--- config.mk ---
export PLATFORM = sky130hd
export DESIGN_NAME = fpga_ddr3_example_if0_dmaster_p2b
export DESIGN_NICKNAME = d
export VERILOG_FILES = /design/src/rtl/dmaster_pkt_pkg.sv /design/src/rtl/fpga_ddr3_example_if0_dmaster_p2b.sv
export SDC_FILE = /design/constraint.sdc
export NUM_CORES = 1
export LEC_CHECK = 0
export ABC_CLOCK_PERIOD_IN_PS = 1700
export BUFFER_PORTS_ARGS = -buffer_cell sky130_fd_sc_hd__buf_4
export CAP_MARGIN = 20
export CORE_ASPECT_RATIO = 0.9
export CORE_MARGIN = 2
export CORE_UTILIZATION = 45
export CTS_BUF_LIST = sky130_fd_sc_hd__clkbuf_4 sky130_fd_sc_hd__clkbuf_8
export DETAILED_ROUTE_END_ITERATION = 16
export GPL_TIMING_DRIVEN = 0
export PLACE_DENSITY_LB_ADDON = 0.2
export SYNTH_ARGS = -nofsm -noshare
export SYNTH_HDL_FRONTEND = slang
export SYNTH_SLANG_ARGS = --single-unit
--- constraint.sdc ---
create_clock -name clk -period 1.7 [get_ports clk]
set_input_delay 0.17 -clock clk [delete_from_list [all_inputs] [get_ports clk]]
set_output_delay 0.17 -clock clk [all_outputs]
set_load 0.02 [all_outputs]
--- src/rtl/dmaster_pkt_pkg.sv ---
// Framing symbols, escape rule and sequencer states shared by the
// debug-master packets-to-bytes path.
package dmaster_pkt_pkg;

    localparam logic [7:0] SYM_SOP  = 8'h7A;
    localparam logic [7:0] SYM_EOP  = 8'h7B;
    localparam logic [7:0] SYM_CHAN = 8'h7C;
    localparam logic [7:0] SYM_ESC  = 8'h7D;
    localparam logic [7:0] ESC_XOR  = 8'h20;

    typedef enum logic [2:0] {
        IDLE,
        CH_CHAR,
        CH_ESC,
        CH_BYTE,
        SOP_CHAR,
        EOP_CHAR,
        D_ESC,
        D_BYTE
    } p2b_state_t;

    function automatic logic needs_esc(input logic [7:0] b);
        return (b >= SYM_SOP) && (b <= SYM_ESC);
    endfunction

endpackage

--- src/rtl/fpga_ddr3_example_if0_dmaster_p2b.sv ---
// Packets-to-bytes encoder: expands each accepted Avalon-ST beat into an
// in-band framed, escaped byte sequence for the byte PHY.
module fpga_ddr3_example_if0_dmaster_p2b
    import dmaster_pkt_pkg::*;
#(
    parameter int CHANNEL_WIDTH  = 8,
    parameter bit SEND_CH_ON_SOP = 1'b1
) (
    input  logic                     clk,
    input  logic                     reset,
    output logic                     in_ready,
    input  logic                     in_valid,
    input  logic [7:0]               in_data,
    input  logic                     in_startofpacket,
    input  logic                     in_endofpacket,
    input  logic [CHANNEL_WIDTH-1:0] in_channel,
    input  logic                     out_ready,
    output logic                     out_valid,
    output logic [7:0]               out_data
);

    p2b_state_t state;
    p2b_state_t entry_state;
    p2b_state_t data_state;

    logic [7:0] h_data;
    logic [7:0] h_ch;
    logic       h_sop;
    logic       h_eop;
    logic [7:0] last_ch;
    logic       last_ch_valid;
    logic [7:0] ch_ext;
    logic       hdr_due;
    logic       accept;

    assign in_ready  = (state == IDLE) || ((state == D_BYTE) && out_ready);
    assign accept    = in_valid && in_ready;
    assign out_valid = (state != IDLE);

    // Entry decision looks at the incoming beat; everything after uses held copies.
    always_comb begin
        ch_ext                      = '0;
        ch_ext[CHANNEL_WIDTH-1:0]   = in_channel;
        hdr_due = (in_startofpacket && SEND_CH_ON_SOP) || !last_ch_valid || (ch_ext != last_ch);
        if (hdr_due)
            entry_state = CH_CHAR;
        else if (in_startofpacket)
            entry_state = SOP_CHAR;
        else if (in_endofpacket)
            entry_state = EOP_CHAR;
        else if (needs_esc(in_data))
            entry_state = D_ESC;
        else
            entry_state = D_BYTE;
        data_state = needs_esc(h_data) ? D_ESC : D_BYTE;
    end

    always_ff @(posedge clk) begin
        if (reset) begin
            state         <= IDLE;
            h_data        <= '0;
            h_ch          <= '0;
            h_sop         <= 1'b0;
            h_eop         <= 1'b0;
            last_ch       <= '0;
            last_ch_valid <= 1'b0;
        end else begin
            if (accept) begin
                h_data <= in_data;
                h_ch   <= ch_ext;
                h_sop  <= in_startofpacket;
                h_eop  <= in_endofpacket;
            end
            if (state == IDLE) begin
                if (accept)
                    state <= entry_state;
            end else if (out_ready) begin
                case (state)
                    CH_CHAR:  state <= needs_esc(h_ch) ? CH_ESC : CH_BYTE;
                    CH_ESC:   state <= CH_BYTE;
                    CH_BYTE: begin
                        last_ch       <= h_ch;
                        last_ch_valid <= 1'b1;
                        if (h_sop)
                            state <= SOP_CHAR;
                        else if (h_eop)
                            state <= EOP_CHAR;
                        else
                            state <= data_state;
                    end
                    SOP_CHAR: state <= h_eop ? EOP_CHAR : data_state;
                    EOP_CHAR: state <= data_state;
                    D_ESC:    state <= D_BYTE;
                    D_BYTE:   state <= accept ? entry_state : IDLE;
                    default:  state <= IDLE;
                endcase
            end
        end
    end

    always_comb begin
        case (state)
            CH_CHAR:  out_data = SYM_CHAN;
            CH_ESC:   out_data = SYM_ESC;
            CH_BYTE:  out_data = needs_esc(h_ch) ? (h_ch ^ ESC_XOR) : h_ch;
            SOP_CHAR: out_data = SYM_SOP;
            EOP_CHAR: out_data = SYM_EOP;
            D_ESC:    out_data = SYM_ESC;
            D_BYTE:   out_data = needs_esc(h_data) ? (h_data ^ ESC_XOR) : h_data;
            default:  out_data = '0;
        endcase
    end

endmodule

==> run metrics <==
Synth-to-Final Area Change 24.8%; IO Pins 32; Global Route Usage Sum 0.221; Final min period 1640 ps; Die Span X 67.2 um; FF-to-FF Start state[2]$_SDFFE_PP0P_; RSZ-0062 raised after global routing yes; routed len/inst 14.9 um; fin crit share 0.965; Critical Path Start Type flip-flop; vias per cell 5.50; DRC viols 0; Req. time, crit path 1530 ps; clock skew 6.70 ps; Post-CTS Hold Buffers 0; Num CTS Buffers 5; grt total ovfl 0; placed instance area 0.00189 sq mm; Max Root-Sink Buffers 2; Setup Crit Path Kind flip-flop to output pin; final hold viol count 0; TritonRoute pass-1 iters 4; H-tree depth 2; Die Y 60.9 um; routed wire length 4.07 mm; TritonCTS Sinks 30; Util after Layout 0.593; VDD IR max 0.630 mV; most common cell after layout, fill and taps aside buf_4; Filler cells 343; crit-path max cell delay 330 ps; status finished clean; largest net degree at the start of global routing 11; register area share after synthesis 0.372; HPWL after DPL 2.93 mm; post-CTS setup buffer count 0; CP endpoint kind output pin; initial antenna violation count 0; initial core utilization 0.475; most frequent cells in the layout buf_4 (31), nand2_1 (26), nor2_1 (22), dfxtp_1 (22), a21oi_1 (21); IO buf count 29; CP cell instances and4b_1 > nand3_1 > a21oi_1 > o21ai_0 > o21a_1 > buf_4; Post-synth EDFFs 0; root buffer cell clkbuf_8; top_reg_cell synth dfxtp_1; worst min-delay path category primary input to flip-flop; vias in the first global route 1347; max_cap viols 0; Syn Nets 215; async set or reset register ratio after synthesis 0; placed cells 266; Gate Count Post-Synth 193; GPL Wtd Cong 0.871; worst skew pair latency 290 ps; layout cells sized above 1 0.278; nets@finish 251; fmax 609 MHz; DRT antenna net count 0; Leakage 0.000823 uW; hold slack final 118 ps; fin area 0.00202 sq mm; crit path max fanout 4; syn avg cell area 8.38 sq um; first-pass GRT wire length 6.50 mm; DR vias 1506; Synth Cell Area 0.00162 sq mm; Initial DRC Count 87; CTS tree done; Slew HR 0.579; filler-free cell count of the finished design 274; full die area 0.00409 sq mm; R2R Setup Slk 100 ps; Crit-path slowest cell dfxtp_2; fin. max-slew vios 0; clock-pin transition on the worst setup and hold timing paths 70 ps; Yosys warning count 0; pwr dens 1160 mW/mm^2; synth unique cells 42; core area 0.00340 sq mm; Worst Setup SP h_ch[7]$_SDFFE_PP0P_; HP Start in_startofpacket; register bit total from synthesis 30; # setup viols final 0; Least-Margin Pin Slew 623 ps; Ant. Diodes 0; # rows 20; critical path arrival 1470 ps
[per-layer routing]
metal	share of wire	GRT usage	up-vias	routed length (um)
met3	0.043	0.0408	8	175
met4	0.016	0.105	0	65
li1	-	-	748	-
met1	0.48	0.303	711	1970
met5	0	0	-	0
met2	0.46	0.338	39	1850
[layout make-up]
class	instances	area, sq um	area share
Sequential cell	30	611	0.303
Clock inverter	1	5.00	0.00248
Timing Repair Buffer	29	218	0.108
Clock buffer	7	90.1	0.0446
Multi-Input combinational cell	148	938	0.465
Inverter	5	18.8	0.00930
Buffer	10	82.6	0.0409
Tap cell	44	55.1	0.0273
[synth_stat cells, types with 2 or more instances]
master    instances  share of area
nand4_1           2         0.0077
dfxtp_1          30           0.37
nand3_1          10          0.031
a211oi_1          2         0.0093
inv_1             3         0.0070
nor4_1            2         0.0077
nor2_1           24          0.056
a21oi_1          21          0.065
o21bai_1          3          0.014
buf_6             5          0.035
inv_2             2         0.0046
xnor2_1          10          0.054
o21ai_0           5          0.015
nand3b_1          2         0.0093
clkbuf_1          4         0.0093
nand2_1          26          0.060
mux2i_1          15          0.093
nor3_1            3         0.0093
[timing repair]
item / in CTS / in global routing
resized for setup: 6 / 10
setup endpoints to repair: 7 / 7
pin swaps: 0 / 1
[report_power, final]
part           leakage, uW  internal [uW]  switching (uW)
clock            0.0000517            342             276
sequential        0.000248            779            74.0
combinational     0.000524            388             486
[final timing paths]
kind / endpoint / cells after the start
setup / recovery: out_data[5] / 6
hold / removal: h_sop$_SDFFE_PP0P_ / 3
hold reg to reg: last_ch[5]$_SDFFE_PP0P_ / 2
setup reg to reg: h_data[2]$_SDFFE_PP0P_ / 8
[state kept, by name, summed over array words and instances, names as in the netlist]
name and flops:
h_ch 8, h_data 8, h_eop 1, h_sop 1, last_ch 8, last_ch_valid 1, state 3
[cells by family (layout without fill, tap and decap cells)]
family / Yosys count / count (layout) / share of synthesized area
xor+xnor: 11 / 11 / 0.0596
buf+inv: 15 / 52 / 0.0604
flops: 30 / 30 / 0.372
mux: 15 / 15 / 0.0929
simple gates: 79 / 79 / 0.243
compound gates: 43 / 43 / 0.173
[critical path: cells and delay by family (launching register included)]
kind | cells | cell delay, ps
buf+inv | 1 | 150
flops | 1 | 330
compound gates | 3 | 350
simple gates | 2 | 350
[metrics by stage]
step	total power, uW	TNS, ps	worst slack (ps)
global route	2460	-22.7	-22.7
finish	2340	0	58.8
CTS	2330	0	1.77
floorplan	1430	0	153
detailed placement	1700	0	44.5
global placement	1710	0	63.1
Power figures use the tool's default switching activity.
